File: src/rtl/sim_mmio_monitor.sv
`default_nettype none
// +--------------------------------------------------------------------------+
// | Module      : sim_mmio_monitor                                           |
// | Description : Simulation-control peripheral on the srv32 data-write path.|
// |               Decodes PUTC/EXIT MMIO writes (withheld from RAM), buffers |
// |               console characters per channel and streams them out        |
// |               round-robin, runs a PC-stall watchdog and a RAM range      |
// |               check, and reports one termination cause once every        |
// |               console character has left the block.                      |
// | Ports       : clk, resetb (async, active-low)                            |
// |               req_valid/addr/wdata/wstrb in; req_hit, req_stall out      |
// |               pc_valid/pc in (watchdog samples)                          |
// |               tx_valid/tx_ch/tx_data out, tx_ready in (console stream)   |
// |               done/status/exit_code/err_addr out (termination report)    |
// | Revision    : 1.0 - initial release                                      |
// +--------------------------------------------------------------------------+
module sim_mmio_monitor #(
  parameter logic [31:0] BASE_ADDR  = 32'h8000_0000,
  parameter int          NCH        = 2,
  parameter int          FIFO_DEPTH = 16,
  parameter int          TIMEOUT    = 100,
  parameter int unsigned MEM_LIMIT  = 262144
) (
  input  logic        clk,
  input  logic        resetb,
  input  logic        req_valid,
  input  logic [31:0] req_addr,
  input  logic [31:0] req_wdata,
  input  logic [3:0]  req_wstrb,
  output logic        req_hit,
  output logic        req_stall,
  input  logic        pc_valid,
  input  logic [31:0] pc,
  output logic        tx_valid,
  output logic [1:0]  tx_ch,
  output logic [7:0]  tx_data,
  input  logic        tx_ready,
  output logic        done,
  output logic [1:0]  status,
  output logic [31:0] exit_code,
  output logic [31:0] err_addr
);

  localparam int          AW          = $clog2(FIFO_DEPTH);
  localparam logic [AW:0] C_DEPTH     = FIFO_DEPTH[AW:0];
  localparam logic [AW:0] C_PTR_ONE   = {{AW{1'b0}}, 1'b1};
  localparam logic [16:0] C_TIMEOUT   = TIMEOUT[16:0];
  localparam logic [31:0] C_MEM_LIMIT = MEM_LIMIT;
  localparam logic [31:0] C_EXIT_ADDR = BASE_ADDR + 32'h2C;

  typedef enum logic [1:0] {
    ST_RUN   = 2'd0,
    ST_DRAIN = 2'd1,
    ST_DONE  = 2'd2
  } state_t;

  state_t r_state, w_state_next;

  logic                    w_run, w_accept, w_exit_hit, w_load, w_found;
  logic                    w_exit_ev, w_range_ev, w_to_ev, w_all_empty, w_set_done;
  logic [NCH-1:0]          w_putc_hit, w_push, w_full, w_nonempty, w_avail, w_take;
  logic [NCH-1:0][7:0]     w_data_sel;
  logic [3:0]              w_avail4;
  logic [1:0]              w_sel, w_idx;
  logic [7:0]              w_out_data;

  logic                    r_tx_valid;
  logic [1:0]              r_tx_ch, r_last;
  logic [7:0]              r_tx_data;
  logic                    r_done;
  logic [1:0]              r_status;
  logic [31:0]             r_exit_code, r_err_addr;

  logic [16:0]             r_wd_cnt, w_wd_inc;
  logic [31:0]             r_last_pc;
  logic                    r_pc_seen, w_pc_same;

  logic                    w_unused;
  assign w_unused = &{1'b0, req_wstrb[3:1]};

  assign w_run      = (r_state == ST_RUN);
  assign w_exit_hit = (req_addr == C_EXIT_ADDR);
  assign req_hit    = (|w_putc_hit) || w_exit_hit;
  assign req_stall  = req_valid && w_run && (|(w_putc_hit & w_full));
  assign w_accept   = req_valid && !req_stall;
  // Output stage is free when empty or being consumed this cycle.
  assign w_load     = !r_tx_valid || tx_ready;

  // ---------------------------------------------------------------------
  // Per-channel FIFOs. Occupancy counts the output stage too, so a channel
  // holds at most FIFO_DEPTH characters in total. An empty FIFO whose
  // channel wins arbitration passes the incoming character straight to the
  // output stage without being written.
  // ---------------------------------------------------------------------
  for (genvar n = 0; n < NCH; n++) begin : g_ch
    logic [AW:0] r_wr_ptr, r_rd_ptr, w_count, w_occ;
    logic [7:0]  r_mem [FIFO_DEPTH];
    logic        w_out_here, w_wr, w_pop;

    assign w_putc_hit[n] = (req_addr == (BASE_ADDR + 32'h1C + 32'(n) * 32'h40));
    assign w_count       = r_wr_ptr - r_rd_ptr;
    assign w_nonempty[n] = (w_count != '0);
    assign w_out_here    = r_tx_valid && (r_tx_ch == 2'(n));
    assign w_occ         = w_count + {{AW{1'b0}}, w_out_here};
    assign w_full[n]     = (w_occ >= C_DEPTH);
    assign w_push[n]     = w_run && w_accept && w_putc_hit[n] && req_wstrb[0];
    assign w_avail[n]    = w_nonempty[n] || w_push[n];
    assign w_take[n]     = w_load && w_found && (w_sel == 2'(n));
    assign w_pop         = w_take[n] && w_nonempty[n];
    assign w_wr          = w_push[n] && !(w_take[n] && !w_nonempty[n]);
    assign w_data_sel[n] = !w_take[n]    ? 8'h00 :
                           w_nonempty[n] ? r_mem[r_rd_ptr[AW-1:0]] : req_wdata[7:0];

    always_ff @(posedge clk or negedge resetb) begin
      if (!resetb) begin
        r_wr_ptr <= '0;
        r_rd_ptr <= '0;
      end else begin
        if (w_wr)  r_wr_ptr <= r_wr_ptr + C_PTR_ONE;
        if (w_pop) r_rd_ptr <= r_rd_ptr + C_PTR_ONE;
      end
    end

    always_ff @(posedge clk) begin
      if (w_wr) r_mem[r_wr_ptr[AW-1:0]] <= req_wdata[7:0];
    end
  end

  // Round-robin: search starts at the channel after the last grant.
  assign w_avail4 = 4'(w_avail);
  always_comb begin
    w_found = 1'b0;
    w_sel   = 2'd0;
    w_idx   = 2'd0;
    for (int i = 1; i <= NCH; i++) begin
      w_idx = 2'((int'(r_last) + i) % NCH);
      if (!w_found && w_avail4[w_idx]) begin
        w_found = 1'b1;
        w_sel   = w_idx;
      end
    end
  end

  always_comb begin
    w_out_data = 8'h00;
    for (int n = 0; n < NCH; n++) w_out_data = w_out_data | w_data_sel[n];
  end

  always_ff @(posedge clk or negedge resetb) begin
    if (!resetb) begin
      r_tx_valid <= 1'b0;
      r_tx_ch    <= 2'd0;
      r_tx_data  <= 8'h00;
      r_last     <= 2'd0;
    end else if (w_load) begin
      r_tx_valid <= w_found;
      if (w_found) begin
        r_tx_ch   <= w_sel;
        r_tx_data <= w_out_data;
        r_last    <= w_sel;
      end
    end
  end

  // Watchdog: the first sample after reset only records the PC.
  assign w_pc_same = r_pc_seen && (pc == r_last_pc);
  assign w_wd_inc  = r_wd_cnt + 17'd1;

  always_ff @(posedge clk or negedge resetb) begin
    if (!resetb) begin
      r_wd_cnt  <= '0;
      r_last_pc <= '0;
      r_pc_seen <= 1'b0;
    end else if (w_run && pc_valid) begin
      r_wd_cnt  <= w_pc_same ? w_wd_inc : 17'd0;
      r_last_pc <= pc;
      r_pc_seen <= 1'b1;
    end
  end

  assign w_exit_ev   = w_run && w_accept && w_exit_hit;
  assign w_range_ev  = w_run && w_accept && !req_hit && (req_addr >= C_MEM_LIMIT);
  assign w_to_ev     = w_run && pc_valid && w_pc_same && (w_wd_inc > C_TIMEOUT);
  assign w_all_empty = !(|w_nonempty) && !r_tx_valid;

  always_ff @(posedge clk or negedge resetb) begin
    if (!resetb) r_state <= ST_RUN;
    else         r_state <= w_state_next;
  end

  always_comb begin
    w_state_next = r_state;
    w_set_done   = 1'b0;
    case (r_state)
      ST_RUN:   if (w_exit_ev || w_range_ev || w_to_ev) w_state_next = ST_DRAIN;
      ST_DRAIN: if (w_all_empty) begin
                  w_state_next = ST_DONE;
                  w_set_done   = 1'b1;
                end
      default:  w_state_next = ST_DONE;
    endcase
  end

  // Cause registers only load while running, so the first cause sticks.
  always_ff @(posedge clk or negedge resetb) begin
    if (!resetb) begin
      r_done      <= 1'b0;
      r_status    <= 2'd0;
      r_exit_code <= '0;
      r_err_addr  <= '0;
    end else begin
      if (w_exit_ev) begin
        r_status    <= 2'd1;
        r_exit_code <= req_wdata;
      end else if (w_range_ev) begin
        r_status    <= 2'd3;
        r_err_addr  <= req_addr;
      end else if (w_to_ev) begin
        r_status    <= 2'd2;
      end
      if (w_set_done) r_done <= 1'b1;
    end
  end

  assign tx_valid  = r_tx_valid;
  assign tx_ch     = r_tx_ch;
  assign tx_data   = r_tx_data;
  assign done      = r_done;
  assign status    = r_status;
  assign exit_code = r_exit_code;
  assign err_addr  = r_err_addr;

endmodule
`default_nettype wire

File: config.mk
export PLATFORM = sky130hd
export DESIGN_NAME = sim_mmio_monitor
export DESIGN_NICKNAME = d
export VERILOG_FILES = /design/src/rtl/sim_mmio_monitor.sv
export SDC_FILE = /design/constraint.sdc
export NUM_CORES = 1
export LEC_CHECK = 0
export CORE_AREA = 4 4 175 177
export CTS_CLUSTER_SIZE = 8
export DETAILED_ROUTE_END_ITERATION = 12
export DIE_AREA = 0 0 179 181
export PLACE_DENSITY_LB_ADDON = 0.12
export REMOVE_ABC_BUFFERS = 1
export SETUP_SLACK_MARGIN = 0.4
export SYNTH_ARGS = -nofsm -noshare
export SYNTH_HDL_FRONTEND = slang
export SYNTH_SLANG_ARGS = --single-unit
File: constraint.sdc
create_clock -name clk -period 12.1 [get_ports clk]
set_clock_uncertainty 0.1 [all_clocks]
set_input_delay 1.21 -clock clk [delete_from_list [all_inputs] [get_ports clk]]
set_output_delay 1.21 -clock clk [all_outputs]
set_load 0.005 [all_outputs]
Word level (Yosys, flattened, before mapping). Memories as Yosys holds them, arrays and structs flattened. Index checks and enable logic that the tools add are counted. Widths: inputs -> output; s select.

Memories kept: 2. Bits in registers: 150. Latch bits: 0. Bits in read-only memories: 0. Output and inout port bits: 80. Word-level logic and storage cells: 128. RAM bits: 256.

Memories: g_ch[0].r_mem (words 16, bits a word 8, rd ports 1, clocked after memory_dff 0, wr ports 1, line 97) `logic [7:0] r_mem [FIFO_DEPTH];`; g_ch[1].r_mem (words 16, bits a word 8, rd ports 1, clocked after memory_dff 0, wr ports 1, line 97).

$mul: 0. Equal/unequal tests: 9. Shifts and indexed selects: 0. Reduce and logical (&&, ||, !) cells: 55. Bitwise operators: 5. Divide/modulo/power cells: 0. Muxes and demuxes: 25. Magnitude comparators: 6. Add/sub/neg operators: 11.

Operators with widths (count): $eq 32x32->1 const B (3); $eq 32x32->1 (1); $ge 32x19->1 const B (1); $mux 8 (4); $logic_and 1x1->1 (28); $add 5x1->5 const B (4); $add 17x1->17 const B (1); $gt 17x7->1 const B (1); $mux 17 (1); $mux 2 (7); $add 5x1->5 (2); $ge 5x5->1 const B (2); $mux 1 (10); $reduce_bool 5->1 (2); $sub 5x5->5 (2); $logic_not 1->1 (9); $or 8x8->8 (1); $eq 2x1->1 const B (3); $logic_not 2->1 (3); $logic_or 1x1->1 (6); $lt 2x3->1 const B (2); $reduce_and 2->1 (3); $reduce_or 2->1 (3); $bmux 1 s2 (2); 8 further kinds (10).

Depth between registers and ports, before layout. Gate-level depths: netlist of the first run.

Word-level depth: 26. Mapped depth: 13.

Worst setup path before layout of the first run. Ideal clock, no wire load.

Path kind: reg2reg. Start point: register g_ch[0].r_rd_ptr[1]. End point: memory g_ch[0].r_mem[3][0], enable pin. Required time: 11.617 ns. Buffers on the path: 2. Setup slack: 7.934 ns. Stages on the path, launching flop included: 12. Arrival: 3.682 ns. Path through: dfrtp_1 -> clkbuf_1 -> buf_1 -> inv_1 -> fa_1 -> or4bb_1 -> nor2_1 -> a21oi_1 -> or4_1 -> a21oi_2 -> nand2_1 -> nor3_1.

Cells in the longest elaborated chain, start to end: 25.

Ends and longest elaborated chain: start: declaration (line 96) `logic [AW:0] r_wr_ptr, r_rd_ptr, w_count, w_occ;`; start signal: assignment (line 120) `if (w_pop) r_rd_ptr <= r_rd_ptr + C_PTR_ONE;`; $sub 5x5->5 * (line 101) `assign w_count = r_wr_ptr - r_rd_ptr;`; $add 5x1->5 (line 104) `assign w_occ = w_count + {{AW{1'b0}}, w_out_here};`; $ge 5x5->1 (line 105) `assign w_full[n] = (w_occ >= C_DEPTH);`; $and 2x2->2 (line 84) `assign req_stall = req_valid && w_run && (|(w_putc_hit & w_full));`; $reduce_or 2->1 (line 84); $logic_and 1x1->1 (line 84); $logic_not 1->1 (line 85) `assign w_accept = req_valid && !req_stall;`; $logic_and 1x1->1 (line 85); (+9 left out); $mux 2 / $mux 1 (equally long branches) (line 137) `if (!w_found && w_avail4[w_idx]) begin`; $logic_not 2->1 / $logic_and 1x1->1 (equally long branches) (line 108) `assign w_take[n] = w_load && w_found && (w_sel == 2'(n));`; $logic_and 1x1->1 (line 108); $logic_and 1x1->1 (line 110) `assign w_wr = w_push[n] && !(w_take[n] && !w_nonempty[n]);`; $logic_not 1->1 (line 110); $logic_and 1x1->1 * (line 110); $mux 1 * (line 125) `if (w_wr) r_mem[r_wr_ptr[AW-1:0]] <= req_wdata[7:0];`; $mux 1 (implied by the code) * (line 125); end: declaration (line 97).

Every way passes the cells marked *; elsewhere a longest branch is shown, timed or not. The select of a mux whose other input is x is not followed.

Final worst setup path of the first run.
Start point: register g_ch[1].r_rd_ptr[0]. End point: output req_stall.

Cells in the longest elaborated chain, start to end: 6.

Ends and longest elaborated chain: start: declaration (line 96); start signal: assignment (line 120); $sub 5x5->5 (line 101); $add 5x1->5 (line 104); $ge 5x5->1 (line 105); $and 2x2->2 (line 84); $reduce_or 2->1 (line 84); $logic_and 1x1->1 (line 84); end: declaration (line 31) `output logic req_stall,`.

Every way passes these cells.

==> results of run 1 <==
==> metal layers <==
layer  part of all wire [%]  GRT usage, %  vias up
li1                       -             -     4570
met1                     40          32.4     5066
met2                     51          38.4      284
met3                    5.9          4.79       64
met4                    2.4          6.11        0
met5                      0             0        -
==> layout by cell type (no fill, tap or decap), types with 3 or more instances in the layout <==
| cell type | Yosys | routed |
|---|---|---|
| inv_1 | 21 | 21 |
| nand3_1 | 11 | 11 |
| nand4_1 | 23 | 23 |
| or2_2 | 5 | 5 |
| nor4_1 | 7 | 7 |
| xnor2_1 | 49 | 49 |
| clkbuf_16 | 0 | 57 |
| nand2_1 | 141 | 140 |
| a22o_1 | 9 | 9 |
| a31o_2 | 3 | 3 |
| or4_1 | 3 | 3 |
| nor3_1 | 21 | 21 |
| a21oi_1 | 10 | 10 |
| a21oi_2 | 3 | 3 |
| clkbuf_1 | 33 | 36 |
| nor2b_1 | 5 | 5 |
| o31ai_1 | 6 | 6 |
| edfxtp_1 | 256 | 256 |
| nor2_1 | 50 | 50 |
| o21ai_0 | 28 | 28 |
| ha_1 | 20 | 20 |
| and3_1 | 5 | 5 |
| clkdlybuf4s50_1 | 0 | 179 |
| dfrtp_1 | 149 | 147 |
| a21o_1 | 7 | 7 |
| mux2_2 | 61 | 61 |
| buf_4 | 2 | 15 |
| a221o_1 | 8 | 8 |
| mux4_2 | 80 | 80 |
| nand3b_1 | 3 | 3 |
| xor2_1 | 10 | 10 |
| nand2b_1 | 14 | 14 |
==> critical path, stage by stage, from the launching register on <==
cell	delay, ps
dfrtp_2	330
buf_4	540
ha_1	280
inv_1	50
fa_1	390
a21o_1	190
a21oi_2	190
xor2_1	200
and3_1	230
nor3_1	70
or2_2	320
nor2_1	110
clkdlybuf4s50_1	550
==> flip-flops by register name (all words and copies together), names as in the netlist <==
name / cells
r_last: 1
g_ch.r_wr_ptr: 10
err_addr: 32
status: 2
tx_valid: 1
tx_data: 8
exit_code: 32
r_last_pc: 32
r_pc_seen: 1
r_wd_cnt: 17
r_state: 2
done: 1
g_ch.r_rd_ptr: 10
g_ch.r_mem: 256
==> power breakdown <==
| part | leakage [nW] | internal (mW) | total, mW | switching [mW] |
|---|---|---|---|---|
| clock network | 0.772 | 0.870 | 1.42 | 0.551 |
| logic | 2.82 | 0.565 | 1.00 | 0.436 |
| registers | 4.28 | 1.59 | 1.67 | 0.0856 |
| total | 7.87 | 3.02 | 4.10 | 1.07 |
==> area by class of cell <==
type / instances / area share, %
Tap cell: 390 / 2.33
Timing Repair Buffer: 195 / 9.13
Multi-Input combinational cell: 622 / 25.9
Clock inverter: 3 / 0.310
Clock buffer: 93 / 7.44
Inverter: 24 / 0.429
Sequential cell: 405 / 54.4
==> worst max-delay path by stage <==
stage / start / endpoint / slack, ps / cells past startpoint
6_report: g_ch[1].r_rd_ptr[0] / req_stall / 6770 / 12
5_1_grt: g_ch[1].r_rd_ptr[0] / req_stall / 6470 / 12
4_1_cts: g_ch[1].r_rd_ptr[0] / req_stall / 6680 / 12
3_5_place_dp: pc_valid / status[0] / 6770 / 7
3_3_place_gp: req_addr[11] / g_ch[1].r_mem[2][2] / 6790 / 9
2_1_floorplan: g_ch[0].r_rd_ptr[0] / g_ch[0].r_mem[3][0] / 7140 / 10
==> logic make-up (layout without fill, tap and decap cells) <==
| logic type | Yosys count | after routing | share of synthesized area, % |
|---|---|---|---|
| other | 1 | 1 | 0.0219 |
| adders and majority gates | 22 | 22 | 1.69 |
| buffers and inverters | 73 | 315 | 1.70 |
| AOI/OAI and AO/OA | 94 | 94 | 4.04 |
| DFF | 405 | 405 | 66.6 |
| xor gates and xnor gates | 59 | 59 | 3.01 |
| muxes | 141 | 141 | 14.5 |
| and+or+nand+nor | 305 | 305 | 8.42 |
==> impl_metrics.tcl, run 1 <==
set metrics [dict create \
    overflow 0 \
    timing.hold.ws_ps 354 \
    insertion_delay_ps 570 \
    synth_cell_types 65 \
    rrSetupSlack_ps 7190 \
    nets 1431 \
    r2r_end "g_ch[0].r_mem[1][7]" \
    die_area_um2 32400 \
    holdPathEnd "done" \
    synth_cells 1100 \
    nFillCells 1849 \
    dieHeight_um 181 \
    cts_tree "done" \
    num_vias 9984 \
    finalHoldViolCount 0 \
    synth.most_common_cell "edfxtp_1" \
    crit_fanout 36 \
    pin_count 185 \
    tightest_slew_ps 1310 \
    endpoint_kind "output port" \
    routedWlPerCell_um 21.1 \
    synth_edf_count 256 \
    synthFlopType "edfxtp_1" \
    h-tree-depth 2 \
    ys_ff_latch 405 \
    final.min_clock_period_ps 5330 \
    p_per_area_nw_per_um2 195 \
    post_cts_resized 0 \
    hp-class "reg2reg" \
    cap_viol_max_count 0 \
    synthTopCellsByArea "edfxtp_1, dfrtp_1, mux4_2" \
    antenna_found_initial 0 \
    firstDrtPassIters 5 \
    async_flop_share_pct 36.8 \
    path_class "reg2out" \
    avgSynthCellArea_um2 15.6 \
    gr-usage-all-layers_pct 23.4 \
    hold_depth 1 \
    grt_setup_unrepaired "false" \
    reg2regPathDepth 11 \
    clk_pin_slew_ps 50 \
    relSlewSlack_pct 12.2 \
    drive_above_1_share_pct 18.1 \
    required_ps 10790 \
    grt_pass1_wl_mm 58.6 \
    grt_pass1_vias 10508 \
    cp-start-kind "flip-flop" \
    core_um2 29200 \
    fmax_mhz 187 \
    diodes 0 \
    hp-start "done" \
    clock_sinks 405 \
    synth_area_leader_cell "edfxtp_1" \
    postCtsHoldBufs 0 \
    post-route-period-util_pct 44.1 \
    drtIter0Drc 900 \
    place_inst 1636 \
    regArea_um2 11400 \
    fin_util_pct 71.7 \
    setup_viol 0 \
    clockBufferDepth 3 \
    report.power.total_mw 4.10 \
    worstPathArrival_ps 4020 \
    die_w_um 179 \
    drt-total-wl_mm 36.6 \
    io_buffer_count 180 \
    yosysTopAreaCellShare_pct 44.8 \
    hpwl_mm 23.5 \
    reg2reg_from "g_ch[0].r_rd_ptr[0]" \
    post_cts_buffers 0 \
    final_cell_area_um2 21000 \
    start_util_pct 58.6 \
    outcome "finished clean" \
    gp_congestion 0.810 \
    root_buffer "clkbuf_16" \
    cts_inserted_buffers 56 \
    synth_area_um2 17100 \
    grt_max_degree 77 \
    yosysWarnings 0 \
    fin_cells 1732 \
    drv_slew 0 \
    drc_errors 0 \
    final.setup.tns_ps 0 \
    max-vdd-ir-drop_uv 120 \
    area_growth_pct 22.4 \
    dpl_cell_area_um2 19300 \
    multi_input_area_um2 5440 \
    p_leak_nw 7.87 \
    rows 63 \
    preCtsSetupSlack_ps 6770 \
    synth_commonest_cells "edfxtp_1, dfrtp_1, nand2_1" \
    antenna_left 0 \
    fin_ws_ps 6770 \
    post_drt_via_cell_ratio 5.76 \
    ys_seq_area_share_pct 66.6 \
]
(Power assumes the default switching activity.)
==> inputs of run 2 (changes only) <==
--- a/config.mk
+++ b/config.mk
@@ -5,10 +5,10 @@
 export SDC_FILE = /design/constraint.sdc
 export NUM_CORES = 1
 export LEC_CHECK = 0
-export CORE_AREA = 4 4 175 177
+export CORE_AREA = 4 4 189 191
 export CTS_CLUSTER_SIZE = 8
 export DETAILED_ROUTE_END_ITERATION = 12
-export DIE_AREA = 0 0 179 181
+export DIE_AREA = 0 0 193 195
 export PLACE_DENSITY_LB_ADDON = 0.12
 export REMOVE_ABC_BUFFERS = 1
 export SETUP_SLACK_MARGIN = 0.4
==> constraint.sdc (replaced) <==
create_clock -name clk -period 4.3 [get_ports clk]
set_clock_uncertainty 0.1 [all_clocks]
set_input_delay 0.43 -clock clk [delete_from_list [all_inputs] [get_ports clk]]
set_output_delay 0.43 -clock clk [all_outputs]
set_load 0.005 [all_outputs]
==> run 2 against run 1 <==
  * Hold slack worse by 70 ps
  * Design area up 2.0%
  * Largest power group unchanged
  * Via count up 0.74%
  * Setup slack worse by 6200 ps
  * Critical path type is now reg2reg
  * Register-to-register slack worse by 6600 ps
  * First-iteration DRC count down 37%
==> impl_metrics.tcl, run 2 (synthesis results as in run 1) <==
set metrics [dict create \
    post-route-period-util_pct 86.0 \
    grt_pass1_vias 10581 \
    routedWlPerCell_um 20.7 \
    final_cell_mix "edfxtp_1, clkdlybuf4s50_1, dfrtp_1" \
    grt_max_degree 93 \
    finalHoldViolCount 0 \
    dieHeight_um 195 \
    preCtsSetupSlack_ps 310 \
    drv_slew 0 \
    core_um2 34100 \
    cap_viol_max_count 0 \
    nets 1475 \
    largest_register_ffs 256 \
    clock_sinks 405 \
    max-vdd-ir-drop_uv 320 \
    antenna_found_initial 1 \
    pin_count 185 \
    clk_pin_slew_ps 50 \
    fin_ws_ps 603 \
    insertion_delay_ps 580 \
    final_common_cell "edfxtp_1" \
    gr-usage-all-layers_pct 20.6 \
    crit_fanout 9 \
    nFillCells 2565 \
    setup_viol 0 \
    required_ps 4470 \
    clockBufferDepth 3 \
    num_vias 10058 \
    multi_input_area_um2 5440 \
    hpwl_mm 24.6 \
    area_growth_pct 24.8 \
    final.min_clock_period_ps 3700 \
    hp-class "in2reg" \
    overflow 0 \
    drive_above_1_share_pct 21.0 \
    relSlewSlack_pct 33.9 \
    final.setup.tns_ps 0 \
    firstDrtPassIters 5 \
    final_cell_area_um2 21400 \
    fin_util_pct 62.7 \
    start_util_pct 50.2 \
    endpoint_kind "flip-flop" \
    drc_errors 0 \
    outcome "finished clean" \
    dpl_cell_area_um2 19700 \
    drtIter0Drc 564 \
    cts_inserted_buffers 56 \
    worstPathArrival_ps 3870 \
    post_drt_via_cell_ratio 5.47 \
    die_w_um 193 \
    drt-total-wl_mm 38.1 \
    antenna_left 0 \
    h-tree-depth 2 \
    path_class "reg2reg" \
    p_leak_nw 8.10 \
    cp-start-kind "flip-flop" \
    diodes 0 \
    root_buffer "clkbuf_16" \
    grt_pass1_wl_mm 59.8 \
    io_buffer_count 180 \
    tightest_slew_ps 985 \
    gp_congestion 0.794 \
    die_area_um2 37600 \
    timing.hold.ws_ps 285 \
    fmax_mhz 271 \
    regArea_um2 11400 \
    grt_setup_unrepaired "false" \
    cts_tree "done" \
    p_per_area_nw_per_um2 542 \
    rows 68 \
]
run 2: cell types whose count changed in the layout (fill, tap and decap cells not counted), moves of 2 or more:
cell and change:
inv_2 +2, buf_4 +43, inv_1 -2, clkbuf_1 -2
run 2: metal layers:
| metal | wire [um] | GRT usage, % | vias to the layer above |
|---|---|---|---|
| met3 | 2310 | 4.29 | 68 |
| met1 | 16300 | 28.8 | 5058 |
| met4 | 831 | 5.32 | 2 |
| met2 | 18600 | 33.3 | 288 |
| met5 | 13 | 0 | - |
| li1 | - | - | 4642 |
run 2: path summary, 6_finish.rpt:
check                                    start                   to  slack [ps]  depth (start not counted)
min reg2reg                          r_pc_seen            r_pc_seen         360                          1
min                              req_wdata[17]        exit_code[17]         280                          3
max reg2reg                g_ch[0].r_wr_ptr[0]  g_ch[0].r_mem[3][3]         600                         12
max                        g_ch[0].r_wr_ptr[0]  g_ch[0].r_mem[3][3]         600                         12
min in group asynchronous               resetb         err_addr[17]         400                          2
max in group asynchronous               resetb  g_ch[0].r_rd_ptr[0]        2690                          3
run 2: metrics by stage:
stage                     std cells  total power, mW
after floorplan                1051             6.57
after global placement         1739             7.63
after detailed placement       1739             7.67
after CTS                      1834             11.7
after global routing           1839             12.2
final                          1839             11.6
run 2: critical path, cell delays in order (launching register included):
cell	delay, ps
dfrtp_1	420
inv_2	90
ha_1	160
inv_1	60
fa_1	480
or4bb_1	390
nor2_1	120
a21oi_1	90
or4_1	560
a21oi_4	310
nand2_1	220
nor3_1	180
buf_4	210
run 2: report_power, final:
group / switching (mW) / internal, mW / total, mW
clock: 1.57 / 2.46 / 4.02
combinational: 1.26 / 1.60 / 2.86
sequential: 0.234 / 4.47 / 4.70
run 2: cell type report:
type                            count  share of cell area (%)
Sequential cell                   405                    53.4
Clock inverter                      2                   0.281
Tap cell                          455                    2.66
Timing Repair Buffer              239                    10.5
Inverter                           24                   0.421
Multi-Input combinational cell    622                    25.4
Clock buffer                       92                    7.33
run 2: timing repair:
item,CTS,global route
pin swaps,0,2
setup endpoints to repair,14,129
endpoints found under the hold margin,90,0
buffers inserted,0,5
resized for setup,3,4
hold buffers,1,0
